==> src/rtl/uart_mmio_pkg.sv <==
// Shared definitions for the UART MMIO controller: register map, TX states, defaults.
package uart_mmio_pkg;

  localparam int RX_DEPTH_DEFAULT = 4;

  localparam logic [1:0] OFF_RX_STAT = 2'd0;
  localparam logic [1:0] OFF_RX_DATA = 2'd1;
  localparam logic [1:0] OFF_TX_STAT = 2'd2;
  localparam logic [1:0] OFF_TX_DATA = 2'd3;

  typedef enum logic {
    TX_IDLE = 1'b0,
    TX_HOLD = 1'b1
  } tx_state_e;

endpackage

==> src/rtl/uart_rx_fifo.sv <==
// Circular receive buffer; head byte is visible combinationally, count is registered.
module uart_rx_fifo #(
  parameter int DEPTH = 4
) (
  input  logic                       clk,
  input  logic                       reset,
  input  logic                       push,
  input  logic [7:0]                 push_data,
  input  logic                       pop,
  output logic [7:0]                 head,
  output logic [$clog2(DEPTH):0]     count,
  output logic                       full,
  output logic                       empty
);

  localparam int AW = $clog2(DEPTH);
  localparam int CW = AW + 1;

  logic [7:0]    mem [DEPTH];
  logic [AW-1:0] wr_ptr;
  logic [AW-1:0] rd_ptr;
  logic          do_push;
  logic          do_pop;

  assign full    = (count == CW'(DEPTH));
  assign empty   = (count == '0);
  assign do_push = push && !full;
  assign do_pop  = pop && !empty;
  assign head    = mem[rd_ptr];

  // NOTE: the storage array has no reset; only pointers and count need one,
  // and leaving data unreset keeps it a plain RAM.
  always_ff @(posedge clk) begin
    if (do_push) mem[wr_ptr] <= push_data;
  end

  // NOTE: sequential state uses non-blocking assignments so every register
  // samples pre-edge values regardless of statement order.
  always_ff @(posedge clk or negedge reset) begin
    if (!reset) begin
      wr_ptr <= '0;
      rd_ptr <= '0;
      count  <= '0;
    end else begin
      if (do_push) wr_ptr <= wr_ptr + AW'(1);
      if (do_pop)  rd_ptr <= rd_ptr + AW'(1);
      case ({do_push, do_pop})
        2'b10:   count <= count + CW'(1);
        2'b01:   count <= count - CW'(1);
        default: count <= count;
      endcase
    end
  end

endmodule

==> src/rtl/uart_mmio_ctrl.sv <==
// Memory-mapped UART window: decodes E-stage loads/stores, buffers RX bytes, holds one TX byte.
module uart_mmio_ctrl
  import uart_mmio_pkg::*;
#(
  parameter int          RX_DEPTH  = RX_DEPTH_DEFAULT,
  parameter logic [31:0] UART_BASE = 32'h8000_0000
) (
  input  logic        clk,
  input  logic        reset,
  input  logic        stall,
  input  logic [31:0] mmio_addr,
  input  logic        mmio_rd,
  input  logic        mmio_wr,
  input  logic [7:0]  mmio_wdata,
  output logic        mmio_sel,
  output logic [31:0] mmio_rdata,
  output logic [7:0]  uart_din,
  output logic        uart_din_valid,
  input  logic        uart_din_ready,
  input  logic [7:0]  uart_dout,
  input  logic        uart_dout_valid,
  output logic        uart_dout_ready
);

  logic                      hit, accept, rd_acc, wr_acc;
  logic [1:0]                offset;
  logic                      tx_write, ovr_set, ovr_clr;
  logic                      overrun;
  logic                      load_byte;
  tx_state_e                 state_q, state_d;
  logic [31:0]               rdata_d;
  logic [7:0]                rx_head;
  logic [$clog2(RX_DEPTH):0] rx_count;
  logic                      rx_full, rx_empty;
  logic                      unused_bits;

  assign offset   = mmio_addr[3:2];
  assign hit      = (mmio_addr[31:4] == UART_BASE[31:4]);
  assign accept   = hit && !stall && (mmio_rd || mmio_wr);
  // A combined rd+wr is treated purely as a store.
  assign wr_acc   = accept && mmio_wr;
  assign rd_acc   = accept && mmio_rd && !mmio_wr;
  assign tx_write = wr_acc && (offset == OFF_TX_DATA);
  assign ovr_set  = tx_write && (state_q == TX_HOLD);
  assign ovr_clr  = rd_acc && (offset == OFF_TX_STAT);

  assign unused_bits = ^{mmio_addr[1:0], rx_count};

  uart_rx_fifo #(.DEPTH(RX_DEPTH)) u_rx_fifo (
    .clk       (clk),
    .reset     (reset),
    .push      (uart_dout_valid),
    .push_data (uart_dout),
    .pop       (rd_acc && (offset == OFF_RX_DATA)),
    .head      (rx_head),
    .count     (rx_count),
    .full      (rx_full),
    .empty     (rx_empty)
  );

  assign uart_dout_ready = !rx_full;
  assign uart_din_valid  = (state_q == TX_HOLD);

  // NOTE: every always_comb output gets a default first so no path leaves it
  // unassigned, which would otherwise infer a latch.
  always_comb begin
    state_d   = state_q;
    load_byte = 1'b0;
    case (state_q)
      TX_IDLE: if (tx_write) begin
        state_d   = TX_HOLD;
        load_byte = 1'b1;
      end
      TX_HOLD: if (uart_din_ready) state_d = TX_IDLE;
      default: state_d = TX_IDLE;
    endcase
  end

  always_comb begin
    rdata_d = '0;
    case (offset)
      OFF_RX_STAT: rdata_d = {31'b0, !rx_empty};
      OFF_RX_DATA: rdata_d = rx_empty ? 32'b0 : {24'b0, rx_head};
      OFF_TX_STAT: rdata_d = {30'b0, overrun, state_q == TX_IDLE};
      default:     rdata_d = '0;
    endcase
  end

  always_ff @(posedge clk or negedge reset) begin
    if (!reset) begin
      state_q    <= TX_IDLE;
      uart_din   <= '0;
      overrun    <= 1'b0;
      mmio_sel   <= 1'b0;
      mmio_rdata <= '0;
    end else begin
      state_q  <= state_d;
      if (load_byte) uart_din <= mmio_wdata;
      // Setting wins over the read-clear so an overrun is never lost.
      overrun  <= ovr_set || (overrun && !ovr_clr);
      mmio_sel <= rd_acc;
      if (rd_acc) mmio_rdata <= rdata_d;
    end
  end

endmodule

==> config.mk <==
export PLATFORM = sky130hd
export DESIGN_NAME = uart_mmio_ctrl
export DESIGN_NICKNAME = d
export VERILOG_FILES = /design/src/rtl/uart_mmio_pkg.sv /design/src/rtl/uart_rx_fifo.sv /design/src/rtl/uart_mmio_ctrl.sv
export SDC_FILE = /design/constraint.sdc
export NUM_CORES = 1
export LEC_CHECK = 0
export ABC_CLOCK_PERIOD_IN_PS = 5330
export CAP_MARGIN = 15
export CELL_PAD_IN_SITES_DETAIL_PLACEMENT = 1
export CELL_PAD_IN_SITES_GLOBAL_PLACEMENT = 2
export CORE_MARGIN = 1
export CORE_UTILIZATION = 32
export CTS_BUF_LIST = sky130_fd_sc_hd__clkbuf_8
export DETAILED_ROUTE_END_ITERATION = 10
export PLACE_DENSITY_LB_ADDON = 0.25
export SYNTH_ARGS = -nofsm -noshare
export SYNTH_HDL_FRONTEND = slang
export SYNTH_SLANG_ARGS = --single-unit
export TNS_END_PERCENT = 100
==> constraint.sdc <==
create_clock -name clk -period 5.33 [get_ports clk]
set_input_delay 0.533 -clock clk [delete_from_list [all_inputs] [get_ports clk]]
set_output_delay 0.533 -clock clk [all_outputs]
set_load 0.005 [all_outputs]
Word-level counts from Yosys, hierarchy flattened
Memories as Yosys holds them, arrays and structs flattened.
Index checks and enable logic that the tools add are counted.

cells by class
  add/subtract/negate cells = 4
  equal/unequal tests = 7
  mux-type cells = 9
  bitwise logic cells = 1
  reduce and logical (&&, ||, !) cells = 22

operator list
  cell                    number
  $eq A28 B28 Y1 const B  1
  $pmux W8 S3             1
  $logic_and A1 B1 Y1     12
  $mux W8                 1
  $eq A2 B2 Y1 const B    3
  $pmux W3 S2             1
  $logic_not A1 Y1        5
  $mux W1                 5
  $add A2 B1 Y2 const B   2
  $eq A2 B1 Y1 const B    2
  $add A3 B1 Y3 const B   1
  $eq A3 B3 Y1 const B    1
  $logic_not A3 Y1        1
  $sub A3 B1 Y3 const B   1
  $logic_not A2 Y1        1
  $logic_or A1 B1 Y1      2
  $pmux W1 S2             1
  $reduce_bool A2 Y1      1
  $not A1 Y1              1

word-level totals
  register bits = 50
  bits in writable memories = 32
  memories = 1

memory list
  name           words  bits a word  read ports  clocked after Yosys merged registers in  wr ports  line                text
  u_rx_fifo.mem  4      8            1           0                                        1         uart_rx_fifo.sv:19  logic [7:0] mem [DEPTH];

Longest topological paths before layout
Gate-level depths: netlist (run 1).

  word-level depth = 9
  depth in mapped cells = 10

Hierarchy
A second synthesis (run 1) with hierarchy kept.

unflattened totals
  cells, all modules = 178
  area total of the unflattened synthesis = 2,672.6 um2

by module, submodules not included
  module          instances  cells an instance  area an instance (um2)  seq. area each (um2)
  uart_rx_fifo    1          79                 1,592.8                 1,136.1
  uart_mmio_ctrl  1          99                 1,079.8                 475.5

Least setup slack after synthesis (run 1)
No wires, ideal clock.

  kind = input port to flip-flop
  start point = input mmio_addr[19]
  end point = register u_rx_fifo.count[2]
  arrival = 2,509 ps
  data required time = 5,251 ps
  slack = 2,742 ps
  stages on the path = 10
  buffers on the path = 0
  cell sequence = nor4_1 -> nand4_1 -> or2_2 -> nor2_1 -> ha_1 -> inv_1 -> fa_1 -> xor2_1 -> nor2_1 -> xor2_1

between the ends
  cells in the longest elaborated chain, start to end = 9
  elaborated cells between the ends (all ways) = 11
  those cells by class = eq/ne (3); mux (1); reduce/logical (7)

RTL lines
  what                                               line                  text
  start, declared                                    uart_mmio_ctrl.sv:11  input logic [31:0] mmio_addr,
  $eq A28 B28 Y1 *                                   uart_mmio_ctrl.sv:38  assign hit = (mmio_addr[31:4] == UART_BASE[31:4]);
  $logic_and A1 B1 Y1 * (2 in a row)                 uart_mmio_ctrl.sv:39  assign accept = hit && !stall && (mmio_rd || mmio_wr);
  $logic_and A1 B1 Y1 * (2 in a row)                 uart_mmio_ctrl.sv:42  assign rd_acc = accept && mmio_rd && !mmio_wr;
  $logic_and A1 B1 Y1 *                              uart_mmio_ctrl.sv:54  .pop (rd_acc && (offset == OFF_RX_DATA)),
  $logic_and A1 B1 Y1 *                              uart_rx_fifo.sv:28    assign do_pop = pop && !empty;
  via u_rx_fifo.do_pop                               uart_rx_fifo.sv:23    logic do_pop;
  $eq A2 B1 Y1 or $eq A2 B2 Y1 (tied branches)       uart_rx_fifo.sv:47    case ({do_push, do_pop})
  $pmux W3 S2 or $reduce_bool A2 Y1 (tied branches)  --
  end signal, assigned                               uart_rx_fifo.sv:48    2'b10: count <= count + CW'(1);
  end signal, assigned                               uart_rx_fifo.sv:49    2'b01: count <= count - CW'(1);
  end signal, assigned                               uart_rx_fifo.sv:50    default: count <= count;
  end, declared                                      uart_rx_fifo.sv:11    output logic [$clog2(DEPTH):0] count,

Mark *: on every way through the listed nets, which the timed path passes. The rest lies on a longest branch.
A chain may end at the register's enable or synchronous reset.

Final worst setup path (run 1)
  start point = input mmio_addr[11]
  end point = register u_rx_fifo.count[2]

The elaborated chain is that of the path after synthesis.

==> results of run 1 <==
==> kinds of logic after synthesis <==
kind of cell | after synthesis
AOI/OAI and AO/OA | 11
adders and majority gates | 6
buffers and inverters | 44
muxes | 20
and+or+nand+nor | 37
DFF | 58
other | 1
xor gates and xnor gates | 6
==> critical path, stage by stage <==
cell	delay (ns)
clkdlybuf4s50_1	0.40
nor4_1	0.32
nand4_1	0.37
or2_2	0.42
nor2_1	0.15
ha_1	0.20
inv_1	0.06
fa_1	0.37
xor2_1	0.15
nor2_1	0.11
xor2_1	0.15
==> power groups by stage <==
stage	Combinational, W	Clock [W]	Sequential [W]
after floorplan	0.000126	0	0.000575
after global placement	0.000191	0	0.000584
after detailed placement	0.000196	0	0.000587
after CTS	0.000199	0.000444	0.000578
after global routing	0.000218	0.000457	0.000585
final	0.000191	0.000428	0.000577
==> flip-flops by register name, summed over array words and instances, names as in the netlist <==
| name | cells |
|---|---|
| mmio_rdata | 8 |
| mmio_sel | 1 |
| overrun | 1 |
| u_rx_fifo.count | 3 |
| u_rx_fifo.mem | 32 |
| u_rx_fifo.rd_ptr | 2 |
| u_rx_fifo.wr_ptr | 2 |
| uart_din | 8 |
| uart_din_valid | 1 |
==> layer usage <==
| metal | vias up | share of wire [%] | wire length, um |
|---|---|---|---|
| li1 | 780 | - | - |
| met1 | 809 | 44 | 2454 |
| met2 | 68 | 46 | 2584 |
| met3 | 12 | 7.5 | 416 |
| met4 | 0 | 2.1 | 116 |
| met5 | - | 0 | 0 |
==> path summary, 6_finish.rpt <==
path / slack [ns] / cells after the start / start / endpoint
min in group asynchronous: 0.56 / 2 / reset / uart_din[3]
worst max register to register: 3.24 / 10 / u_rx_fifo.count[0] / u_rx_fifo.count[2]
max in group asynchronous: 4.50 / 2 / reset / u_rx_fifo.count[1]
worst min register to register: 0.50 / 1 / mmio_rdata[6] / mmio_rdata[6]
worst min-delay path: 0.50 / 1 / mmio_rdata[6] / mmio_rdata[6]
worst max-delay path: 2.36 / 11 / mmio_addr[11] / u_rx_fifo.count[2]
==> stage by stage <==
stage               setup WS [ns]  power [W]  cells  util (%)
finish                      2.362   0.001196    369     45.61
global route                2.140   0.001260    369     45.61
CTS                         2.315   0.001221    369     45.61
detailed placement          1.935  0.0007829    353     42.97
global placement            1.955  0.0007748    353     42.97
floorplan                   2.742  0.0007014    206         -
==> placed cells by master, fill, tap and decap left out, types with 2 or more instances in the layout <==
cell type	count
nor2_1	3
o21ai_0	2
xor2_1	3
dfrtp_1	26
nor3_1	2
clkdlybuf4s50_1	71
nor4_1	6
nand2_1	3
mux2_2	11
nand4_1	3
clkinv_1	3
xnor2_1	3
bufinv_16	2
edfxtp_1	32
conb_1	24
nand3_1	6
mux4_2	8
and3_1	4
o2bb2ai_1	6
ha_1	5
clkbuf_8	9
inv_1	17
==> layout make-up <==
type	instances	area, sq um	share of cell area (%)
flip-flops and latches	58	1612	44.80
multi-input cells	104	868.3	24.14
repair buffers	72	718.2	19.97
well taps	102	127.6	3.548
clock buffers	9	123.9	3.443
clock inverters	7	83.83	2.330
inverters	17	63.81	1.774
==> impl_results.md, run 1 <==
- Max-Cap Viols: 0
- Setup bufs post-CTS: 0
- Drt wl/cell: 15.10 um
- Remaining antenna violation count: 0
- M1 GR Usage: 17.45%
- VDD IR max: 163.0 uV
- Post-synthesis xor/xnor area fraction: 1.982%
- NetSw: 0.0002959 W
- Startpoint types: input pin
- # setup viols final: 0
- Cell Pwr Density: 332.5 mW/mm^2
- WS Path Type: input pin to flip-flop
- Power Internal: 0.0009002 W
- Post-cts gate resize count: 0
- Total Negative Setup Slacks: 0 ns
- Synth cell count leaders: edfxtp_1, dfrtp_1, buf_4
- Mapped Area: 0.002651 sq mm
- Layout area overhead: 35.68%
- GPL Wtd Cong: 0.6550
- Largest net degree at the start of global routing: 27
- Transition time of the tightest slew-check pin: 0.6427 ns
- Simple-gate share of the synthesized area: 9.061%
- Max Root-Sink Buffers: 2
- Synth unique cells: 36
- Sequential share of power: 48.2%
- Total GRT Usage: 13.92%
- Die H: 93.03 um
- Final Critical Period: 2.968 ns
- Final Slew Violations: 0
- Critical-path maximum fanout: 7
- Share of cells above drive strength 1: 14.23%
- Async S/R FF share, synth: 44.83%
- Die area: 0.008654 sq mm
- Critical Path AT: 3.24 ns
- Synth area leaders: edfxtp_1, dfrtp_1, buf_4
- Worst hold slack: 0.5003 ns
- Total number of vias: 1,669
- Static leakage: 1.430 nW
- Sequential area share after synthesis: 60.78%
- Vias in the first global route: 1,671
- Worst Setup End Kind: flip-flop
- Placed Area: 0.003390 sq mm
- Status: finished clean
- Clock Tree Root: clkbuf_8
- Final nets: 323
- Synth Area in Adders: 3.115%
- IO Port Bufs: 71
- CTS buffer count: 9
- Slew headroom: 56.83%
- Final global-route overflow total: 0
- GR Util met2: 21.02%
- Post-DP HPWL: 4097 um
- First-pass GRT wire length: 8694 um
- Global route hottest layer: met2
- Share of the synthesized area in the top cell type: 36.24%
- Critical Path RT: 5.60 ns
- Largest family of logic cells by synthesized area: multiplexers
- Mapped Avg Cell Area: 14.49 sq um
- Fmax: 336.9 MHz
- Syn Inst Count: 183
- CTS tree: yes
- Top-count cell post-synth: edfxtp_1
- N_diodes: 0
- Iter 0 DRT Violations: 52
- Min-delay worst type: flip-flop to flip-flop
- 1st-pass router iterations: 4
- Post-synth EDFFs: 32
- Via density: 4.523
- Worst clock skew: 0.008289 ns
- Met3 Use GR: 4.797%
- # IOs: 98
- Combinational power share: 16.0%
- Reg clk slew, reported paths: 0.07 ns
- Final std cell area, no fill: 0.003597 sq mm
- Fillers: 814
- Clock power frac: 35.8%
- H-tree Lvls: 3
- Top cell type by total area after synthesis: edfxtp_1
- RSZ-0062 raised after global routing: no
- Sw Ratio: 24.74%
- Initial core utilization: 33.61%
- Final hold vios: 0
- Die width: 93.03 um
- Main flop type after synthesis: edfxtp_1
- Area of the core: 0.007888 sq mm
- Compound-gate portion of the synthesized area: 3.351%
- Post-synthesis mux area share: 11.85%
- Row count: 32
- Final WL: 5572 um
- Number of synthesized register bits: 58
- Initial antenna violation count: 0
- CTS Hold Buffers Added: 0
- DRC Markers: 0
- Fin crit share: 55.68%
- Yosys warns: 0
- # clock sinks: 58
- Skew-Pair Late Insertion Delay: 0.34 ns
Power figures use the tool's default switching activity.
==> run 2: changes to the inputs <==
ABC_CLOCK_PERIOD_IN_PS = 2500   (was 5330)
CORE_UTILIZATION = 27   (was 32)
clock period = 2.5 ns   (was 5.33 ns; I/O delays follow)
==> run 2 against run 1 <==
  * Flip-flop and latch count stayed put
  * First-iteration DRC count shrank 67%
  * Die area grew 18%
  * Clock power up 120%
  * Highest routed layer unchanged
  * Register-to-register slack worse by 2.9 ns
  * Wire length up 5.4%
  * Critical path depth rose by 1
==> impl_results.md, run 2 (synthesized netlist as in run 1, its figures left out) <==
- Layout area overhead: 40.87%
- Status: finished clean
- N_diodes: 0
- # clock sinks: 58
- Post-cts gate resize count: 0
- GPL Wtd Cong: 0.7241
- Slowest stage delay, CP: 0.41 ns
- DRC Markers: 0
- Slowest cell on crit path: clkdlybuf4s50_1
- Fin util: 39.85%
- Register Area: 0.001612 sq mm
- Skew-Pair Late Insertion Delay: 0.33 ns
- Remaining antenna violation count: 0
- Final Critical Period: 2.350 ns
- CTS Hold Buffers Added: 0
- Via density: 4.232
- Final global-route overflow total: 0
- Initial antenna violation count: 0
- Post-Place Cells: 390
- IO Port Bufs: 71
- Reg with most FFs: u_rx_fifo.mem
- Post-DP HPWL: 4471 um
- Static leakage: 1.491 nW
- Final nets: 333
- Crit-path cells: clkdlybuf4s50_1 -> nor4_2 -> buf_4 -> nand4_1 -> or2_4 -> nor2_1 -> ha_2 -> inv_1 -> fa_1 -> xor2_1 -> nor2_1 -> xor2_1
- Min-delay worst type: input pin to asynchronous set/reset pin
- Share of cells above drive strength 1: 19.13%
- Most frequent cells in the layout: clkdlybuf4s50_1, edfxtp_1, dfrtp_1, conb_1, inv_1
- Critical Path AT: 2.60 ns
- VDD IR max: 319.8 uV
- Final std cell area, no fill: 0.003735 sq mm
- # IOs: 98
- RSZ-0062 raised after global routing: no
- WS Path Type: input pin to flip-flop
- Max reg flops: 32
- Max Root-Sink Buffers: 2
- Initial core utilization: 28.29%
- Critical Path RT: 2.75 ns
- 1st-pass router iterations: 3
- Row count: 35
- Largest net degree at the start of global routing: 27
- Minimum setup slack in the final design: 0.1500 ns
- Final Slew Violations: 0
- Vias in the first global route: 1,757
- Crit path buf inv count: 3
- Worst clock skew: 0.009550 ns
- RR Startpoint: u_rx_fifo.count[0]
- Critical Path Source: mmio_addr[22]
- Fin crit share: 94.00%
- Die area: 0.01022 sq mm
- Worst Setup End Kind: flip-flop
- Startpoint types: input pin
- Finished Layout Cells: 406
- Fmax: 425.5 MHz
- Iter 0 DRT Violations: 17
- First-pass GRT wire length: 9259 um
- Drt wl/cell: 14.47 um
- Final hold vios: 0
- Clock Tree Root: clkbuf_8
- CTS tree: yes
- Die H: 101.1 um
- H-tree Lvls: 3
- Fillers: 1,014
- Family with the most delay on the worst path: simple AND/OR/NAND/NOR gates
- Total number of vias: 1,718
- Area of the core: 0.009371 sq mm
- CTS buffer count: 9
- Setup bufs post-CTS: 0
- Area of the multi-input gates: 885.9 sq um
- Most common cell after layout, fill and taps aside: clkdlybuf4s50_1
- Final WL: 5874 um
- Critical-path maximum fanout: 2
- Reg clk slew, reported paths: 0.07 ns
- Top Registers: u_rx_fifo.mem x32, mmio_rdata x8, uart_din x8
- Total GRT Usage: 12.46%
- # setup viols final: 0
- Die width: 101.1 um
- Cell Pwr Density: 695.1 mW/mm^2
- Placed Area: 0.003498 sq mm
- Tot Pwr: 0.002596 W
- Pre-CTS WS: -0.2846 ns
- Max-Cap Viols: 0
run 2: changes by cell type in the layout (fill, tap and decap cells not counted):
cell,previous run,this run
clkbuf_8,9,10
buf_4,1,11
nor4_1,6,4
clkinv_1,3,0
or2_2,1,0
ha_1,5,4
ha_2,0,1
clkinv_2,1,2
or2_4,0,1
nor4_2,0,2
inv_1,17,18
run 2: path summary, 6_finish.rpt:
path / endpoint / slack [ns] / cells after the start
min in group clk: u_rx_fifo.count[2] / 0.50 / 1
min: uart_din[5] / 0.29 / 2
max reg2reg: u_rx_fifo.count[2] / 0.34 / 10
min reg2reg: u_rx_fifo.count[2] / 0.50 / 1
max in group asynchronous: u_rx_fifo.count[1] / 1.95 / 2
max: u_rx_fifo.count[2] / 0.15 / 12
run 2: routing by layer:
layer  part of all wire, %  global-route usage, %
met2                    48                  19.83
met3                   7.4                  5.270
met4                   1.6                  5.017
met1                    43                  14.83
met5                     0                      0
run 2: worst register-to-register path, stage by stage, from the launching register on:
cell and delay (ns):
dfrtp_1 0.40, inv_1 0.10, nand3_1 0.21, and2_1 0.27
inv_1 0.08, ha_2 0.18, inv_1 0.05, fa_1 0.38
xor2_1 0.15, nor2_1 0.11, xor2_1 0.15
run 2: layout make-up:
class / count / share of cell area [%]
Multi-Input combinational cell: 104 / 23.72
Inverter: 17 / 1.709
Timing Repair Buffer: 82 / 21.24
Tap cell: 129 / 4.322
Sequential cell: 58 / 43.15
Clock buffer: 10 / 3.685
Clock inverter: 6 / 2.178
run 2: power breakdown:
group / leakage (nW) / internal (W) / switching [W]
sequential: 0.645 / 0.00117 / 0.0000550
combinational: 0.733 / 0.000205 / 0.000219
clock: 0.113 / 0.000581 / 0.000364
run 2: metrics by stage:
stage                     hold WS [ns]  setup TNS [ns]
after floorplan               -0.04559               0
after global placement          0.4784         -0.3505
after detailed placement        0.4894         -0.3557
after CTS                       0.2911               0
after global routing            0.2935               0
final                           0.2908               0
==> run 3: changes to the inputs <==
CTS_CLUSTER_SIZE = 28   (was unset)
MAX_ROUTING_LAYER = met4   (was unset)
==> run 3 against run 2 <==
  * Largest power group unchanged
  * Non-clock buffer count stayed put
  * Fmax hardly changed
  * Total power hardly changed
  * Critical path depth stayed put
  * Register-to-register slack hardly changed
==> impl_results.md, run 3 (synthesized netlist as in run 1, its figures left out) <==
- Clock Tree Root: clkbuf_8
- Static leakage: 1.491 nW
- N_diodes: 0
- Status: finished clean
- Clock power frac: 36.4%
- Largest net degree at the start of global routing: 27
- Max-Cap Viols: 0
- Remaining antenna violation count: 0
- Finished Layout Cells: 406
- Critical-path maximum fanout: 2
- Reg with most FFs: u_rx_fifo.mem
- Critical Path AT: 2.60 ns
- Crit path buf inv count: 3
- Most common cell after layout, fill and taps aside: clkdlybuf4s50_1
- Minimum setup slack in the final design: 0.1509 ns
- Final global-route overflow total: 0
- # setup viols final: 0
- Final Critical Period: 2.349 ns
- Skew-Pair Late Insertion Delay: 0.33 ns
- IO Port Bufs: 71
- First-pass GRT wire length: 9266 um
- Fin util: 39.85%
- NetSw: 0.0006390 W
- DRC Markers: 0
- Total GRT Usage: 12.84%
- Final WL: 5879 um
- H-tree Lvls: 3
- Final nets: 333
- Setup bufs post-CTS: 0
- Fmax: 425.7 MHz
- Die width: 101.1 um
- Initial antenna violation count: 0
- Share of cells above drive strength 1: 19.13%
- VDD IR max: 319.4 uV
- Slowest stage delay, CP: 0.41 ns
- Die area: 0.01022 sq mm
- # clock sinks: 58
- Critical Path RT: 2.75 ns
- # IOs: 98
- Combinational power share: 16.4%
- Final hold vios: 0
- Iter 0 DRT Violations: 24
- Fin crit share: 93.96%
- Post-Place Cells: 390
- Min-delay worst type: input pin to asynchronous set/reset pin
- Area of the multi-input gates: 885.9 sq um
- Max Root-Sink Buffers: 2
- Total number of vias: 1,714
- CTS buffer count: 9
- Register Area: 0.001612 sq mm
- Reg clk slew, reported paths: 0.07 ns
- Layout area overhead: 40.87%
- Row count: 35
- Power Internal: 0.001957 W
- Max reg flops: 32
- Sw Ratio: 24.61%
- Post-DP HPWL: 4471 um
- Top Registers: u_rx_fifo.mem x32, mmio_rdata x8, uart_din x8
- Final Slew Violations: 0
- Worst clock skew: 0.008998 ns
- Area of the core: 0.009371 sq mm
- Most frequent cells in the layout: clkdlybuf4s50_1, edfxtp_1, dfrtp_1, conb_1, inv_1
- Vias in the first global route: 1,757
- CTS tree: yes
- Slowest cell on crit path: clkdlybuf4s50_1
- Startpoint types: input pin
- Cell Pwr Density: 695.1 mW/mm^2
- Via density: 4.222
- WS Path Type: input pin to flip-flop
- Fillers: 1,014
- 1st-pass router iterations: 4
- Initial core utilization: 28.29%
- Worst Setup End Kind: flip-flop
- Drt wl/cell: 14.48 um
- Placed Area: 0.003498 sq mm
- Sequential share of power: 47.3%
- Die H: 101.1 um
- Pre-CTS WS: -0.2846 ns
- Family with the most delay on the worst path: simple AND/OR/NAND/NOR gates
- RSZ-0062 raised after global routing: no
- Crit-path cells: clkdlybuf4s50_1 -> nor4_2 -> buf_4 -> nand4_1 -> or2_4 -> nor2_1 -> ha_2 -> inv_1 -> fa_1 -> xor2_1 -> nor2_1 -> xor2_1
- Final std cell area, no fill: 0.003735 sq mm
- GPL Wtd Cong: 0.7326
[run 3: path summary, 6_finish.rpt]
path	cells after the start	endpoint	slack, ns	from
max in group asynchronous	2	u_rx_fifo.count[1]	1.95	reset
setup / recovery	12	u_rx_fifo.count[2]	0.15	mmio_addr[22]
hold / removal	2	uart_din[5]	0.29	reset
hold reg to reg	1	u_rx_fifo.count[2]	0.50	u_rx_fifo.count[2]
setup reg to reg	10	u_rx_fifo.count[2]	0.33	u_rx_fifo.count[0]
min in group clk	1	u_rx_fifo.count[2]	0.50	u_rx_fifo.count[2]
[run 3: what timing repair did]
action | CTS | global route
hold buffers | 0 | 0
gates resized for setup | 0 | 4
setup endpoints to repair | 0 | 1
[run 3: area by class of cell]
class / instances / share of cell area, %
Clock inverter: 6 / 2.178
Tap cell: 129 / 4.322
Multi-Input combinational cell: 104 / 23.72
Clock buffer: 10 / 3.685
Sequential cell: 58 / 43.15
Timing Repair Buffer: 82 / 21.24
Inverter: 17 / 1.709
[run 3: worst reg2reg max path, cell delays in order, from the launching register on]
cell and delay [ns]:
dfrtp_1 0.40, inv_1 0.10, nand3_1 0.21, and2_1 0.28
inv_1 0.08, ha_2 0.18, inv_1 0.05, fa_1 0.38
xor2_1 0.15, nor2_1 0.11, xor2_1 0.15
[run 3: power groups by stage]
| stage | Sequential [W] | Clock (W) | Combinational [W] |
|---|---|---|---|
| global placement | 0.00124 | 0 | 0.000423 |
| global route | 0.00124 | 0.00102 | 0.000487 |
| finish | 0.00123 | 0.000945 | 0.000424 |
| floorplan | 0.00123 | 0 | 0.000269 |
| detailed placement | 0.00125 | 0 | 0.000429 |
| CTS | 0.00123 | 0.000973 | 0.000431 |
[run 3: metal layers]
metal	up-vias	wire, um	GRT usage (%)
met5	-	0	-
met1	839	2537	14.87
met4	0	97	5.017
li1	802	-	-
met2	63	2815	19.83
met3	10	428	5.270
[run 3: metrics by stage]
| step | total power [W] | hold WS (ns) | setup TNS, ns |
|---|---|---|---|
| floorplan | 0.001495 | -0.04559 | 0 |
| global placement | 0.001664 | 0.4784 | -0.3505 |
| detailed placement | 0.001677 | 0.4894 | -0.3557 |
| CTS | 0.002635 | 0.2911 | 0 |
| global route | 0.002750 | 0.2934 | 0 |
| finish | 0.002596 | 0.2905 | 0 |
